File: config.mk
export PLATFORM = sky130hd
export DESIGN_NAME = jtframe_rom_arb
export DESIGN_NICKNAME = d
export VERILOG_FILES = /design/src/rtl/jtframe_rom_pkg.sv /design/src/rtl/jtframe_rom_slot.sv /design/src/rtl/jtframe_rom_arb.sv
export SDC_FILE = /design/constraint.sdc
export NUM_CORES = 1
export LEC_CHECK = 0
export ABC_AREA = 1
export CORE_AREA = 10 10 115 221
export DETAILED_ROUTE_END_ITERATION = 16
export DIE_AREA = 0 0 125 231
export GPL_ROUTABILITY_DRIVEN = 0
export HOLD_SLACK_MARGIN = 0.15
export PLACE_DENSITY = 0.84
export SETUP_SLACK_MARGIN = 0.3
export SLEW_MARGIN = 40
export SYNTH_ARGS = -nofsm -noshare
export SYNTH_HDL_FRONTEND = slang
export SYNTH_SLANG_ARGS = --single-unit
File: constraint.sdc
create_clock -name clk -period 2.05 [get_ports clk]
set_input_delay 0.41 -clock clk [delete_from_list [all_inputs] [get_ports clk]]
set_output_delay 0.41 -clock clk [all_outputs]
set_load 0.02 [all_outputs]
File: src/rtl/jtframe_rom_pkg.sv
// Shared FSM encoding and helpers for the jtframe ROM read arbiter and its slot caches.
package jtframe_rom_pkg;

  typedef enum logic [1:0] {
    IDLE     = 2'd0,
    WAIT_ACK = 2'd1,
    WAIT_RDY = 2'd2
  } rom_state_e;

  localparam int MAX_SLOT = 8;
  localparam int OFFW     = 22;

  // Line tag: a 32-bit line holds four bytes or two 16-bit words
  function automatic logic [31:0] slot_tag(input logic [31:0] addr, input logic is16);
    logic [31:0] t;
    t = is16 ? (addr >> 5'd1) : (addr >> 5'd2);
    return t;
  endfunction

  function automatic logic [OFFW-1:0] slot_offset(input logic [MAX_SLOT*OFFW-1:0] offs,
                                                  input int idx);
    return offs[OFFW*idx +: OFFW];
  endfunction

endpackage

File: src/rtl/jtframe_rom_slot.sv
// One-line 32-bit read cache for a single ROM slot: tag/valid/line storage,
// zero-latency hit compare, lane mux and miss (pending) flag.
module jtframe_rom_slot
  import jtframe_rom_pkg::*;
#(
  parameter int AW   = 18,
  parameter bit IS16 = 1'b0
) (
  input  logic          clk,
  input  logic          rst,
  input  logic          flush,
  input  logic          cs,
  input  logic [AW-1:0] addr,
  input  logic          fill,
  input  logic [AW-2:0] fill_tag,
  input  logic [31:0]   fill_line,
  output logic          ok,
  output logic [15:0]   dout,
  output logic          pending,
  output logic [AW-2:0] tag
);

  logic          valid_r;
  logic [AW-2:0] tag_r;
  logic [31:0]   line_r;
  logic          hit_s;

  assign tag     = (AW-1)'(slot_tag(32'(addr), IS16));
  assign hit_s   = cs & valid_r & (tag_r == tag);
  assign ok      = hit_s;
  assign pending = cs & ~hit_s;

  // Lane select from the cached line; output is zero unless the slot hits
  always_comb begin
    dout = 16'h0000;
    if (!hit_s) begin
      dout = 16'h0000;
    end else if (IS16) begin
      dout = addr[0] ? line_r[31:16] : line_r[15:0];
    end else begin
      case (addr[1:0])
        2'd0:    dout = {8'h00, line_r[7:0]};
        2'd1:    dout = {8'h00, line_r[15:8]};
        2'd2:    dout = {8'h00, line_r[23:16]};
        2'd3:    dout = {8'h00, line_r[31:24]};
        default: dout = 16'h0000;
      endcase
    end
  end

  // Flush wins over fill so a download never leaves stale lines behind
  always_ff @(posedge clk) begin
    if (rst) begin
      valid_r <= 1'b0;
      tag_r   <= {(AW-1){1'b0}};
      line_r  <= 32'h0000_0000;
    end else if (flush) begin
      valid_r <= 1'b0;
    end else if (fill) begin
      valid_r <= 1'b1;
      tag_r   <= fill_tag;
      line_r  <= fill_line;
    end
  end

endmodule

File: src/rtl/jtframe_rom_arb.sv
// N-slot ROM read arbiter onto the shared 32-bit SDRAM read port.
// Optional JTFRAME_ROM_STATS_EN adds a saturating grant counter output miss_cnt.
module jtframe_rom_arb
  import jtframe_rom_pkg::*;
#(
  parameter int                  NSLOT   = 4,
  parameter int                  AW      = 18,
  parameter logic [NSLOT-1:0]    DW16    = {NSLOT{1'b0}},
  parameter logic [NSLOT*22-1:0] OFFSETS = {(NSLOT*22){1'b0}},
  parameter bit                  PRIO_RR = 1'b0
) (
  input  logic                clk,
  input  logic                rst,
  input  logic                downloading,
  input  logic [NSLOT-1:0]    slot_cs,
  input  logic [NSLOT*AW-1:0] slot_addr,
  output logic [NSLOT-1:0]    slot_ok,
  output logic [NSLOT*16-1:0] slot_dout,
  output logic                sdram_req,
  input  logic                sdram_ack,
  input  logic                data_rdy,
  input  logic [31:0]         data_read,
  output logic [21:0]         sdram_addr,
  output logic                refresh_en,
  output logic                ready
`ifdef JTFRAME_ROM_STATS_EN
  , output logic [15:0]       miss_cnt
`endif
);

  localparam int IW = (NSLOT > 1) ? $clog2(NSLOT) : 1;
  localparam logic [MAX_SLOT*OFFW-1:0] OFFS_ALL = (MAX_SLOT*OFFW)'(OFFSETS);

  rom_state_e    state_r, state_nx_s;
  logic [NSLOT-1:0] pend_s;
  logic [AW-2:0] tag_s [NSLOT];
  logic          any_pend_s, grant_s, fill_go_s;
  logic [IW-1:0] win_s, win_r, ptr_r;
  logic [AW-2:0] sel_tag_s, wtag_r;
  logic [21:0]   sel_off_s, addr_r;
  logic          req_r, discard_r, ready_r;

  assign any_pend_s = |pend_s;
  assign fill_go_s  = (state_r == WAIT_RDY) && data_rdy && !downloading && !discard_r;

  for (genvar i = 0; i < NSLOT; i++) begin : g_slot
    jtframe_rom_slot #(.AW(AW), .IS16(DW16[i])) u_slot (
      .clk       (clk),
      .rst       (rst),
      .flush     (downloading),
      .cs        (slot_cs[i]),
      .addr      (slot_addr[AW*i +: AW]),
      .fill      (fill_go_s && (win_r == IW'(i))),
      .fill_tag  (wtag_r),
      .fill_line (data_read),
      .ok        (slot_ok[i]),
      .dout      (slot_dout[16*i +: 16]),
      .pending   (pend_s[i]),
      .tag       (tag_s[i])
    );
  end

  // Winner: first pending slot at or after the pointer, else the lowest pending slot
  always_comb begin
    logic found_v, take_v;
    win_s   = {IW{1'b0}};
    found_v = 1'b0;
    take_v  = 1'b0;
    for (int i = 0; i < NSLOT; i++) begin
      take_v  = !found_v && pend_s[i] && (i >= int'(ptr_r));
      win_s   = take_v ? IW'(i) : win_s;
      found_v = found_v | take_v;
    end
    for (int i = 0; i < NSLOT; i++) begin
      take_v  = !found_v && pend_s[i];
      win_s   = take_v ? IW'(i) : win_s;
      found_v = found_v | take_v;
    end
  end

  // Tag and SDRAM offset of the current winner
  always_comb begin
    sel_tag_s = {(AW-1){1'b0}};
    sel_off_s = 22'h0;
    for (int i = 0; i < NSLOT; i++) begin
      sel_tag_s = (win_s == IW'(i)) ? tag_s[i] : sel_tag_s;
      sel_off_s = (win_s == IW'(i)) ? slot_offset(OFFS_ALL, i) : sel_off_s;
    end
  end

  // Next state and grant decision
  always_comb begin
    state_nx_s = state_r;
    grant_s    = 1'b0;
    case (state_r)
      IDLE: begin
        if (any_pend_s && !downloading) begin
          grant_s    = 1'b1;
          state_nx_s = WAIT_ACK;
        end else begin
          state_nx_s = IDLE;
        end
      end
      WAIT_ACK: begin
        if (sdram_ack) state_nx_s = WAIT_RDY;
        else           state_nx_s = WAIT_ACK;
      end
      WAIT_RDY: begin
        if (data_rdy) state_nx_s = IDLE;
        else          state_nx_s = WAIT_RDY;
      end
      default: state_nx_s = IDLE;
    endcase
  end

  // FSM state register
  always_ff @(posedge clk) begin
    if (rst) state_r <= IDLE;
    else     state_r <= state_nx_s;
  end

  // Request, address, latched winner and round-robin pointer
  always_ff @(posedge clk) begin
    if (rst) begin
      req_r     <= 1'b0;
      addr_r    <= 22'h0;
      win_r     <= {IW{1'b0}};
      wtag_r    <= {(AW-1){1'b0}};
      ptr_r     <= {IW{1'b0}};
      discard_r <= 1'b0;
      ready_r   <= 1'b0;
    end else begin
      if (grant_s) begin
        req_r  <= 1'b1;
        addr_r <= sel_off_s + 22'({sel_tag_s, 1'b0});
        win_r  <= win_s;
        wtag_r <= sel_tag_s;
        if (PRIO_RR) ptr_r <= (win_s == IW'(NSLOT-1)) ? {IW{1'b0}} : win_s + IW'(1);
      end else if ((state_r == WAIT_ACK) && sdram_ack) begin
        req_r <= 1'b0;
      end
      // A transaction that overlaps a download completes but never fills
      if (state_r == IDLE)  discard_r <= 1'b0;
      else if (downloading) discard_r <= 1'b1;
      if (downloading)            ready_r <= 1'b0;
      else if (state_r == IDLE)   ready_r <= 1'b1;
    end
  end

  assign sdram_req  = req_r;
  assign sdram_addr = addr_r;
  assign ready      = ready_r;
  assign refresh_en = rst | ((state_r == IDLE) & ~any_pend_s);

`ifdef JTFRAME_ROM_STATS_EN
  logic dl_prev_r;

  // Saturating grant counter, cleared when a download starts
  always_ff @(posedge clk) begin
    if (rst) begin
      miss_cnt  <= 16'h0000;
      dl_prev_r <= 1'b0;
    end else begin
      dl_prev_r <= downloading;
      if (downloading && !dl_prev_r)            miss_cnt <= 16'h0000;
      else if (grant_s && miss_cnt != 16'hFFFF) miss_cnt <= miss_cnt + 16'h0001;
    end
  end
`endif

endmodule
After elaboration in Yosys (flattened, before gate mapping)
Index checks and enable logic that the tools add are counted.
- add/sub/neg operators: 0
- multipliers: 0
- divide/modulo/power cells: 0
- order comparisons: 0
- equal/unequal tests: 24
- shifts and indexed selects: 0
- mux-type cells: 27
- bitwise operators: 26
- reductions and logical operators: 40
- operators with widths (operator ; count):
    16-bit one-hot mux with 4 select lines ; 4
    16-bit two-way mux ; 8
    17-bit by 16-bit equality test with 1-bit output ; 4
    2-bit equality test, second input constant ; 13
    1-bit logical AND ; 16
    2-bit two-way mux ; 8
    2-bit by 1-bit equality test with 1-bit output, second input constant ; 7
    2-bit zero test ; 7
    1-bit bitwise AND ; 13
    1-bit zero test ; 9
    2-bit AND reduction ; 4
    1-bit bitwise OR ; 7
    1-bit two-way mux ; 6
    1-bit inverter ; 6
    2-bit one-hot mux with 3 select lines ; 1
    2-bit OR reduction ; 2
    4-bit OR reduction ; 1
    2-bit nonzero test ; 1
- register bits: 224
- bits in latches: 0
- bits in writable memories: 0
- bits in read-only memories: 0
- input port bits: 113
- output and inout port bits: 93
- word-level logic and storage cells: 135
- memories: 0

Logic depth before layout (Yosys ltp)
- word-level depth: 30
- mapped depth: 16
- mapped depth without buffers: 15

Cells and area by module
A second synthesis with hierarchy kept.
- cell total of the unflattened synthesis: 1817
- area total of the unflattened synthesis: 11922.7 µm²
- by module, submodules not included (module ; instances ; cells each ; area each (µm²) ; seq. area each (µm²)):
    jtframe_rom_slot ; 4 ; 386 ; 2565.0 ; 1001.0
    jtframe_rom_arb ; 1 ; 273 ; 1662.8 ; 480.5

Least setup slack after synthesis
No wires, ideal clock.
- path kind: input -> output
- start: input port slot_addr[22]
- end: output port slot_dout[16]
- arrival time: 1.699 ns
- data required time: 1.640 ns
- path slack: -0.059 ns
- stages on the path: 7
- path buffers: 0
- cell sequence: inv_1 -> nor2_1 -> or4_1 -> nor4_1 -> and3_1 -> inv_1 -> nor2_1
- cells in the longest elaborated chain, start to end: 3
- ends and longest elaborated chain (item ; line ; source):
    from (decl) ; jtframe_rom_arb.sv:16 ; input logic [NSLOT*AW-1:0] slot_addr,
    17-bit by 16-bit equality test with 1-bit output ; jtframe_rom_slot.sv:29 ; assign hit_s = cs & valid_r & (tag_r == tag);
    1-bit bitwise AND ; jtframe_rom_slot.sv:29 ;
    net g_slot[1].u_slot.ok ; jtframe_rom_slot.sv:17 ; output logic ok,
    16-bit two-way mux ; jtframe_rom_slot.sv:36 ; if (!hit_s) begin
    to (decl) ; jtframe_rom_arb.sv:18 ; output logic [NSLOT*16-1:0] slot_dout,
The timed path passes the listed nets, and every way through them passes these cells.

Final worst setup path
- start: input port slot_addr[41]
- end: output port slot_dout[36]
- cells in the longest elaborated chain, start to end: 3
- ends and longest elaborated chain (item ; line):
    17-bit by 16-bit equality test with 1-bit output ; jtframe_rom_slot.sv:29
    1-bit bitwise AND ; jtframe_rom_slot.sv:29
    16-bit two-way mux ; jtframe_rom_slot.sv:36
Every way passes these cells.

==> run_results.csv <==
group,metric,value,unit
run_status,status,"complete, but fails checks",
run_status,violations,"setup timing",
floorplanning,io_pins,206,
clock_tree,clk_pin_slew,60,ps
synth,synth-simple-area-share,0.275,
route,drc,0,
sta,setup_viol,57,
finish,syn_to_final_growth,51.6,%
critical_path,ff2ff_setup_slack,-580,ps
route,viasPerCell,5.76,
floorplanning,std_cell_rows,77,
synth,netlist_area,0.0108,mm2
critical_path,cp.arrival,2390,ps
clock_tree,cts_max_path_buffers,3,
route,vias,13100,
sta,relSlewSlack,0.570,
finish,insertedDiodeCount,0,
synth,synth_warnings,0,
synth,muxShareOfSynthArea,0,
finish,nFillCells,1529,
power,vdd_ir_drop_max,747,uV
synth,synth_xor_area_frac,0.00488,
synth,ys_async_sr_fraction,0,
synth,synth_cells,1586,
sta,tns,-29960,ps
hold_path,min_to,"sdram_req",
finish,drive_gt1_frac,0.299,
placed_design,post-place-ws,-1280,ps
finish,design_area,0.0163,mm2
critical_path,worstSetupPathType,"in2out",
finish,regArea,0.00442,mm2
sta,tightest_slew,643,ps
sta,setup_slack,-745,ps
sta,finalClockSkew,18.3,ps
sta,rsz0062_at_grt,"yes",
synth,synth_seq_area_share,0.407,
hold_path,holdPathStages,2,
flow_run,maxCapViolations,0,
route,post_drt_wl_per_cell,22.1,um
clock_tree,worstSkewPairLatency,510,ps
critical_path,reg2reg_from,"g_slot[1].u_slot.tag_r[7]",
finish,multi_input_area,0.00616,mm2
critical_path,rr_worst_depth,20,
hold_path,hp-class,"reg2reg",
clock_tree,h-tree-depth,1,
critical_path,crit_family,"buffers and inverters",
clock_tree,numCtsBuffers,21,
clock_tree,cts.sinks,219,
synth,synthFlopType,"dfxtp_1",
sta,slew_violations,0,
sta,max_freq,358,MHz
sta,period_needed,2800,ps
grt,track_usage,0.309,
critical_path,crit_top_cell,"buf_6",
placed_design,io_buffers,167,
critical_path,cp.required,1640,ps
grt,grt_pass1_vias,12800,
grt,overflow,0,
synth,synthAdderAreaFrac,0,
critical_path,start_kind,"input pin",
critical_path,r2r-end,"wtag_r[9]",
sta,hold_viol_final,0,
critical_path,endpoint_kind,"output port",
power,finalPower,9.96,mW
grt,antenna_found_initial,1,
clock_tree,clock-root-buffer,"clkbuf_16",
synth,synthTopCellsByArea,"dfxtp_1 (41%), nor2_1 (15%), o21ai_0 (8.8%)",
grt,grt_max_degree,133,
floorplanning,die_h,231,um
critical_path,worst_path_max_delay_cell,"dlygate4sd2_1",
placed_design,place_hpwl,33800,um
floorplanning,core_area,0.0220,mm2
synth,synth_compound_area_frac,0.202,
synth,avgSynthCellArea,6.79,um2
synth,yosysTopAreaCellShare,0.407,
synth,synth.distinct_cells,45,
floorplanning,die_w,125,um
route,drt_pass1_iterations,9,
critical_path,cpPeakStageDelay,440,ps
synth,netlist.top_cell.by_area,"dfxtp_1",
floorplanning,die-area,0.0289,mm2
route,antenna_left,0,
sta,post-route-period-util,1.36,
power,p_per_area,610,mW/mm2
grt,grt_first_pass_wirelength,70800,um
critical_path,critical_path.cell_chain,"dlygate4sd2_1, inv_1, nand2_1, buf_4, o2111ai_1, nor3_1, nand4_1, buf_6, buf_8, buf_12, nor2_4, buf_6",
placed_design,place_area,0.0147,mm2
hold_path,hold_start,"sdram_req",
clock_tree,cts_tree,"yes",
critical_path,path_buf_inv,7,
route,drt_iter0_drc,1424,
finish,fin_nets,2104,
finish,utilization,0.743,
power,leakagePower,7.46,nW
synth,synth_top_family_by_area,"simple AND/OR/NAND/NOR gates",
route,wirelength,50300,um
floorplanning,initial_core_util,0.490,
synth,synth-seq-cells,219,
synth,synth_edf_count,0,
critical_path,worstPathMaxFanout,3,
## through the flow
stage | std cells | hold WS [ps]
global placement | 2207 | 453
floorplan | 1623 | 440
global route | 2280 | 481
finish | 2280 | 476
CTS | 2267 | 448
detailed placement | 2207 | 456
## power by group
part           internal [mW]  switching (mW)
sequential              4.31          0.0589
clock                   2.19            1.75
combinational          0.622            1.04
total                   7.12            2.84
## cell type report
cell class / instances / area share
multi-input combinational: 1142 / 0.377
sequential: 219 / 0.271
timing repair buffer: 454 / 0.250
inverter: 152 / 0.0395
clock buffer: 28 / 0.0344
tap: 276 / 0.0211
clock inverter: 8 / 0.00605
timing repair inverter: 1 / 0.000383
## timing repair
action / in CTS / in global routing
endpoints found under the setup margin: 202 / 241
pin swaps: 45 / 14
gates resized for setup: 406 / 124
cloned: 3 / 2
setup buffers: 21 / 11
hold buffers: 0 / 0
## metal layers
layer	up-vias	part of all wire	track usage
met5	-	0	0
met4	0	0.12	0.277
met3	334	0.080	0.0468
met2	903	0.51	0.578
met1	5981	0.30	0.276
li1	5913	-	-
## layout by cell type, fill, tap and decap left out, types with 44 or more instances in the layout
cell,instances
inv_1,108
dfxtp_1,191
o21ai_0,180
buf_6,68
buf_4,240
clkdlybuf4s50_1,52
a21oi_1,59
dlygate4sd2_1,75
nor2_1,380
nand2_2,44
nand2_1,158
## synthesized netlist by cell type (all sizes together), types with 2 or more instances
cell type	number
dfxtp	219
a22o	32
nand4	17
clkbuf	61
nor3	5
clkinv	3
xnor2	6
nand3b	5
a21oi	67
nand2	211
nor4	5
inv	149
a221oi	31
o21ai	229
o22ai	2
nor2	432
and3	2
buf	49
o2111ai	4
a2111oi	2
nand3	47
## worst reg2reg max path, delay by kind of cell, from the launching register on
kind	cells	cell delay, ps
simple gates	11	1190
buf+inv	8	840
flops	1	330
compound gates	1	220
## worst max path at each step
stage | from | to | slack [ps] | cells past startpoint
final | slot_addr[41] | slot_dout[36] | -750 | 12
after global routing | g_slot[1].u_slot.tag_r[7] | refresh_en | -790 | 11
after CTS | g_slot[1].u_slot.tag_r[8] | slot_dout[21] | -660 | 8
after detailed placement | slot_addr[23] | slot_dout[17] | -1280 | 11
after global placement | slot_addr[22] | slot_dout[17] | -1220 | 9
after floorplan | slot_addr[22] | slot_dout[16] | 20 | 7
## kinds of logic (layout without fill, tap and decap cells)
| kind of cell | count (synthesis) | in the layout |
|---|---|---|
| and+or+nand+nor | 728 | 728 |
| other | 1 | 38 |
| xor gates and xnor gates | 6 | 6 |
| DFF | 219 | 219 |
| AOI/OAI and AO/OA | 370 | 370 |
| buffers and inverters | 262 | 643 |
## state kept, by name, indices dropped and copies added, names as in the netlist
register               count
g_slot.u_slot.line_r     128
g_slot.u_slot.tag_r       64
wtag_r                    16
g_slot.u_slot.valid_r      4
state_r                    2
win_r                      2
discard_r                  1
ready                      1
sdram_req                  1
(Power assumes the default switching activity.)
==> RTL edit (same settings) <==
`NSLOT`: 4 -> 2.
--- a/src/rtl/jtframe_rom_arb.sv
+++ b/src/rtl/jtframe_rom_arb.sv
@@ -3,7 +3,7 @@
 module jtframe_rom_arb
   import jtframe_rom_pkg::*;
 #(
-  parameter int                  NSLOT   = 4,
+  parameter int                  NSLOT   = 2,
   parameter int                  AW      = 18,
   parameter logic [NSLOT-1:0]    DW16    = {NSLOT{1'b0}},
   parameter logic [NSLOT*22-1:0] OFFSETS = {(NSLOT*22){1'b0}},
Ports: changed (resized slot_addr, slot_cs, slot_dout and slot_ok); port bits go from 206 to 134. The function was not compared with the original's and may differ.
==> RTL edit against the original RTL <==
- the flow still finishes with violations (negative setup slack)
- global-route usage shrank 14 points
- power down 34%
- via count fell by 45%
- first-iteration DRC count shrank 53%
- wire length fell by 48%
- final area shrank 41%
- synthesized cell count shrank 44%
- clock power shrank 21%
- sequential cell count decreased by 99
- worst setup slack better by 0.29 ns
- area after synthesis fell by 45%
- sequential share of layout area is 2.1 points lower
- largest power group is now the clock network
==> RTL edit: results (changes against the original RTL) <==
Clock H-tree levels=4 (+3); area post-placement=0.008152 mm2 (-44%); clock sink count=120 (-45%); Final Worst Setup Slack=-0.4583 ns (+0.2869 ns); clk tree area frac=6.393% (+2.3 points); CTS buffer count=17 (-19%); largest net degree at the start of global routing=67 (-50%); # nets final=1197 (-43%); DP Worst Slack=-1.083 ns (+0.1946 ns); first-pass GRT wire length=38.24 mm (-46%); gr usage total=16.76% (-14 points); P_sw=1.788 mW (-37%); P&R area growth vs syn=62.36%; failing checks=negative setup slack; Lkg Pwr=4.058 nW (-46%); Netlist cell types=33 (-27%); status=finished with violations; Worst R2R Setup Slack=-0.42 ns (+0.16 ns); CLK BUF=18 (-36%); routed vias=7281 (-45%); Setup Skew=0.009375 ns (-0.008929 ns); Signal inverters=106 (-31%); top cells by area, synth=dfxtp_1 41%, nand2_1 13%, a21oi_1 9.5%, inv_1 6.5%, nand3_1 6.2%; Arr. time, crit path=2.10 ns (-0.29 ns); multi-input gates=610 (-47%); reg-to-reg critical path startpoint=g_slot[1].u_slot.tag_r[11]; Pre-antenna DRT Iters=6 (-3); biggest regs=g_slot.u_slot.line_r x64, g_slot.u_slot.tag_r x32, wtag_r x16; worst-margin pin slew=0.6071 ns (-0.03590 ns); worst-path maximum fanout=5 (+2); Hold Crit Start=g_slot[0].u_slot.line_r[25]; FF-to-FF path depth=22 (+10%); final setup fails=35 (-39%); CP endpoint=slot_dout[18]
[RTL edit: cell count changes after synthesis, sizes merged, moves of 8 or more]
cell,unedited run,this run
a21oi,67,112
a221oi,31,8
buf,49,36
a22o,32,0
o21ai,229,66
dfxtp,219,120
inv,149,106
nand3,47,75
clkbuf,61,32
nor2,432,82
o221ai,0,8
nand4,17,7
[RTL edit: per-stage QoR]
step | hold WS, ns | setup TNS (ns) | cells
after floorplan | 0.4245 | 0 | 903
after global placement | 0.4336 | -28.18 | 1346
after detailed placement | 0.4410 | -29.43 | 1346
after CTS | 0.4499 | -10.16 | 1401
after global routing | 0.4718 | -16.15 | 1411
final | 0.4475 | -12.65 | 1412
[RTL edit: what timing repair did]
item | in CTS | in global routing
cloned | 4 | 3
resized for setup | 221 | 90
pin swaps | 16 | 16
setup buffers | 19 | 7
setup endpoints to repair | 57 | 85
[RTL edit: power groups by stage]
| stage | logic, mW | clock network, mW | registers [mW] |
|---|---|---|---|
| floorplan | 0.379 | 0 | 2.50 |
| global placement | 0.838 | 0 | 2.49 |
| detailed placement | 0.848 | 0 | 2.49 |
| CTS | 0.911 | 3.11 | 2.44 |
| global route | 1.06 | 3.21 | 2.44 |
| finish | 0.992 | 3.10 | 2.44 |
[RTL edit: critical path, cell delays in order]
cell             delay, ns
clkdlybuf4s50_1       0.49
inv_1                 0.11
o21ai_1               0.07
nor4_2                0.32
nand4_1               0.25
buf_6                 0.23
nor2_4                0.09
buf_6                 0.12
[RTL edit: routing by layer]
metal / track usage (%) / routed length, um
met1: 15.21 / 8662
met2: 31.16 / 14030
met3: 4.407 / 1895
met4: 12.22 / 1828
met5: 0 / 0
[RTL edit: cells by family after synthesis]
family          share of synthesized area [%]
other cells                           0.06323
compound gates                          17.53
simple gates                            27.49
buf+inv                                 13.23
xor+xnor                                1.181
flops                                   40.51
